File: config.mk
export PLATFORM = sky130hd
export DESIGN_NAME = store_narrow_buffer
export DESIGN_NICKNAME = d
export VERILOG_FILES = /design/src/rtl/store_narrow_buffer.sv
export SDC_FILE = /design/constraint.sdc
export NUM_CORES = 1
export LEC_CHECK = 0
export ABC_AREA = 1
export ABC_CLOCK_PERIOD_IN_PS = 6820
export CORE_MARGIN = 10
export CORE_UTILIZATION = 45
export CTS_CLUSTER_DIAMETER = 60
export CTS_CLUSTER_SIZE = 28
export DETAILED_ROUTE_END_ITERATION = 8
export PLACE_DENSITY = 0.73
export SKIP_CTS_REPAIR_TIMING = 1
export SYNTH_ARGS = -nofsm -noshare
export SYNTH_HDL_FRONTEND = slang
export SYNTH_SLANG_ARGS = --single-unit
File: constraint.sdc
create_clock -name clk -period 6.82 [get_ports clk]
set_clock_uncertainty 0.05 [all_clocks]
set_input_delay 1.023 -clock clk [delete_from_list [all_inputs] [get_ports clk]]
set_output_delay 1.023 -clock clk [all_outputs]
set_load 0.03 [all_outputs]
File: src/rtl/store_narrow_buffer.sv
// store_narrow_buffer: narrows byte/half/word stores into word-aligned, lane-replicated writes
// queued in a small FIFO; misaligned stores are consumed and flagged instead of queued.
module store_narrow_buffer #(
  parameter int DEPTH = 4,
  parameter int PTR_W = 2
) (
  input  logic        clk,
  input  logic        rst,
  input  logic        st_valid,
  output logic        st_ready,
  input  logic [31:0] st_addr,
  input  logic [31:0] st_data,
  input  logic [1:0]  st_size,
  output logic        mem_valid,
  input  logic        mem_ready,
  output logic [31:0] mem_addr,
  output logic [31:0] mem_wdata,
  output logic [3:0]  mem_be,
  output logic        misalign,
  output logic [31:0] misalign_addr,
  output logic        empty
);
  logic [29:0]      addr_q [DEPTH];
  logic [31:0]      data_q [DEPTH];
  logic [3:0]       be_q   [DEPTH];
  logic [PTR_W-1:0] wr_q, wr_d, rd_q, rd_d;
  logic [PTR_W:0]   cnt_q, cnt_d;
  logic             mis_q, mis_d;
  logic [31:0]      mis_addr_q, mis_addr_d;
  logic             acc, bad, push, pop;
  logic [31:0]      nwdata;
  logic [3:0]       nbe;
  assign st_ready      = (cnt_q != (PTR_W+1)'(DEPTH)) && !rst;
  assign mem_valid     = cnt_q != '0;
  assign empty         = cnt_q == '0;
  assign mem_addr      = {addr_q[rd_q], 2'b00};
  assign mem_wdata     = data_q[rd_q];
  assign mem_be        = be_q[rd_q];
  assign misalign      = mis_q;
  assign misalign_addr = mis_addr_q;
  always_comb begin
    bad        = st_size == 2'b11 || (st_size == 2'b01 && st_addr[0]) ||
                 (st_size == 2'b10 && st_addr[1:0] != 2'b00);
    acc        = st_valid && st_ready;
    push       = acc && !bad;
    pop        = mem_valid && mem_ready;
    nwdata     = st_size == 2'b00 ? {4{st_data[7:0]}} :
                 st_size == 2'b01 ? {2{st_data[15:0]}} : st_data;
    nbe        = st_size == 2'b00 ? 4'b0001 << st_addr[1:0] :
                 st_size == 2'b01 ? (st_addr[1] ? 4'b1100 : 4'b0011) : 4'b1111;
    wr_d       = push ? wr_q + 1'b1 : wr_q;
    rd_d       = pop ? rd_q + 1'b1 : rd_q;
    cnt_d      = cnt_q + (PTR_W+1)'(push) - (PTR_W+1)'(pop);
    mis_d      = acc && bad;
    mis_addr_d = acc && bad ? st_addr : mis_addr_q;
  end
  always_ff @(posedge clk) begin
    if (rst) begin
      wr_q       <= '0;
      rd_q       <= '0;
      cnt_q      <= '0;
      mis_q      <= 1'b0;
      mis_addr_q <= '0;
    end else begin
      wr_q       <= wr_d;
      rd_q       <= rd_d;
      cnt_q      <= cnt_d;
      mis_q      <= mis_d;
      mis_addr_q <= mis_addr_d;
    end
  end
  // Entry storage needs no reset: validity is carried entirely by the count.
  always_ff @(posedge clk) begin
    if (push) begin
      addr_q[wr_q] <= st_addr[31:2];
      data_q[wr_q] <= nwdata;
      be_q[wr_q]   <= nbe;
    end
  end
endmodule
==> summary.md <==
| Metric | Value |
|---|---|
| Core Rows | 59 |
| Yosys cell types | 24 |
| Critical Path RT | 5750 ps |
| Layout Nets | 1,227 |
| Max-slew violations | 0 |
| Slew HR | 0.203 |
| Max stage delay on crit path | 910 ps |
| Ys Warns | 0 |
| Pwr/cell area | 330 mW/mm² |
| Synth area leaders | edfxtp_1 (66%), dfxtp_1 (7.0%), nor2_1 (6.7%) |
| Worst EP arrival | 3460 ps |
| Post-Syn Area per Cell | 11.9 µm² |
| PortBufs | 171 |
| Utilization after layout | 0.561 |
| Status | completed |
| MaxCap Viol Count | 0 |
| Seq/Total Area, Yosys | 0.735 |
| Antenna violations before repair | 3 |
| Static leakage | 0.00512 µW |
| GRT overflow | 0 |
| Post-detail-place hpwl | 18,300 µm |
| Die span in y | 183 µm |
| Final setup viols | 0 |
| All-layer global routing usage | 0.167 |
| Wirelength per Cell | 19.5 µm |
| Period utilization | 0.665 |
| Worst R2R Setup Slack | 3930 ps |
| Die W | 183 µm |
| Starting Density | 0.458 |
| DR DRC count | 0 |
| Placer congestion estimate | 0.896 |
| Crit-path slowest cell | inv_2 |
| Detail Route Antenna Nets | 0 |
| Clk_lat worst skew | 510 ps |
| RSZ-0062 raised after global routing | no |
| HP Class | register to register |
| Drt pass-1 iters | 5 |
| Root buf cell | clkbuf_16 |
| CTS sink cnt | 306 |
| Leading area contributor after synthesis | edfxtp_1 |
| CTS clock-pin slew for the worst setup and hold paths | 80 ps |
| Critical Path End Type | output port |
| Core ar. | 0.0261 mm² |
| TritonCTS clock tree | built |
| Pin count of the biggest net entering global routing | 119 |
| Largest delay contributor family on the critical path | buffers and inverters |
| Final min period | 4530 ps |
| CP Max Fanout | 67 |
| Layout cell share with drive strength beyond 1 | 0.0490 |
| Post-Syn Area | 0.0119 mm² |
| Register bit count reported by yosys | 306 |
| Post-Route Setup TNS | 0 ps |
| Worst Tran Pin Value | 1190 ps |
| Cell chain of the critical path | buf_4 -> inv_2 -> o21ai_0 -> o22ai_1 -> clkdlybuf4s50_1 |
| EDFF count, synth | 264 |
| Yosys top cell area share | 0.665 |
| Crit Path Class | register to output port |
| DIE AREA | 0.0334 mm² |
| Final Power | 4830 µW |
| Post-Synthesis Cells | 1,005 |
| Critical Path Start Type | register |
| DRT Wirelength | 29,200 µm |
| Clock Path Buffers | 3 |
| Vias | 8,066 |
| Area grow syn2layout | 22.5% |
| Post-synth top cells | edfxtp_1 (264), nor2_1 (214), o21ai_0 (139) |
| CP bufs+invs | 3 |
| Final Hold Vio Count | 0 |
| Total CTS buffers | 19 |
| Via density | 5.38 |
| VDD IR max | 0.226 mV |
| Starting DRT DRC Count | 634 |
| H-tree Lvls | 1 |
| First-pass GRT wire length | 45,200 µm |
| Asr flop ratio synth | 0 |
| Vias in the first global route | 8,036 |
| Peak Freq | 221 MHz |
| Hold slack | 436 ps |
| Ports | 174 |
| Top-count cell post-synth | edfxtp_1 |
| Main synth FF type | edfxtp_1 |
==> cell type report <==
type                       count  area [µm²]
antenna                        1        2.50
inverter                      55         209
clock inverter                12         160
clock buffer                  22         487
multi-input combinational    586        2730
fill                        2138       11400
tap                          335         419
sequential                   306        8770
timing repair buffer         182        1830
==> kinds of logic after synthesis <==
kind of cell    after synthesis  synth area share
compound gates              209            0.0946
xor+xnor                      2           0.00147
fa+ha+maj                     7           0.00797
buf+inv                     114            0.0392
flops                       306             0.735
other cells                   1          0.000314
simple gates                366             0.121
==> power by group <==
| part | internal [µW] | total [µW] | switching [µW] | leakage [µW] |
|---|---|---|---|---|
| registers | 2100 | 2140 | 34.7 | 0.00273 |
| logic | 507 | 1460 | 950 | 0.00209 |
| clock network | 612 | 1240 | 623 | 0.000299 |
| total | 3220 | 4830 | 1610 | 0.00512 |
==> stage by stage <==
stage	instances	cell area [µm²]	setup WS, ps
after floorplan	1006	11900	1780
after global routing	1498	14600	2060
after global placement	1464	14000	2160
after detailed placement	1464	14000	2010
after CTS	1498	14600	2300
final	1499	14600	2290
==> layer usage <==
metal / vias up / wire length (µm) / track usage
met1: 3888 / 12400 / 0.218
met2: 328 / 13200 / 0.268
met5: - / 32 / 0
li1: 3804 / - / -
met3: 42 / 2930 / 0.0563
met4: 4 / 599 / 0.0365
==> flip-flops by register name (all words and copies together) (netlist names), named ones only <==
name / cells
addr_q: 120
be_q: 16
cnt_q: 3
data_q: 128
misalign: 1
misalign_addr: 32
rd_q: 2
wr_q: 2
==> final timing paths <==
| path | start | end | depth (start not counted) |
|---|---|---|---|
| max | register | mem_wdata[20] | 5 |
| min | misalign_addr[5] | misalign_addr[5] | 2 |
| max reg2reg | cnt_q[1] | cnt_q[2] | 13 |
| min reg2reg | misalign_addr[5] | misalign_addr[5] | 2 |
==> placed cells by master, fill, tap and decap left out, types with 6 or more instances in the layout <==
cell	count
buf_4	8
o21ai_0	139
nor2_1	210
nand2_1	106
inv_1	51
clkdlybuf4s50_1	171
clkbuf_16	19
o22ai_1	66
edfxtp_1	264
dfxtp_1	40
nand3_1	41
ha_1	6
==> worst min-delay path, delay by kind of cell (launching register included) <==
kind	cells	cell delay, ps
simple gates	2	140
flops	1	320
Power figures use the tool's default switching activity.
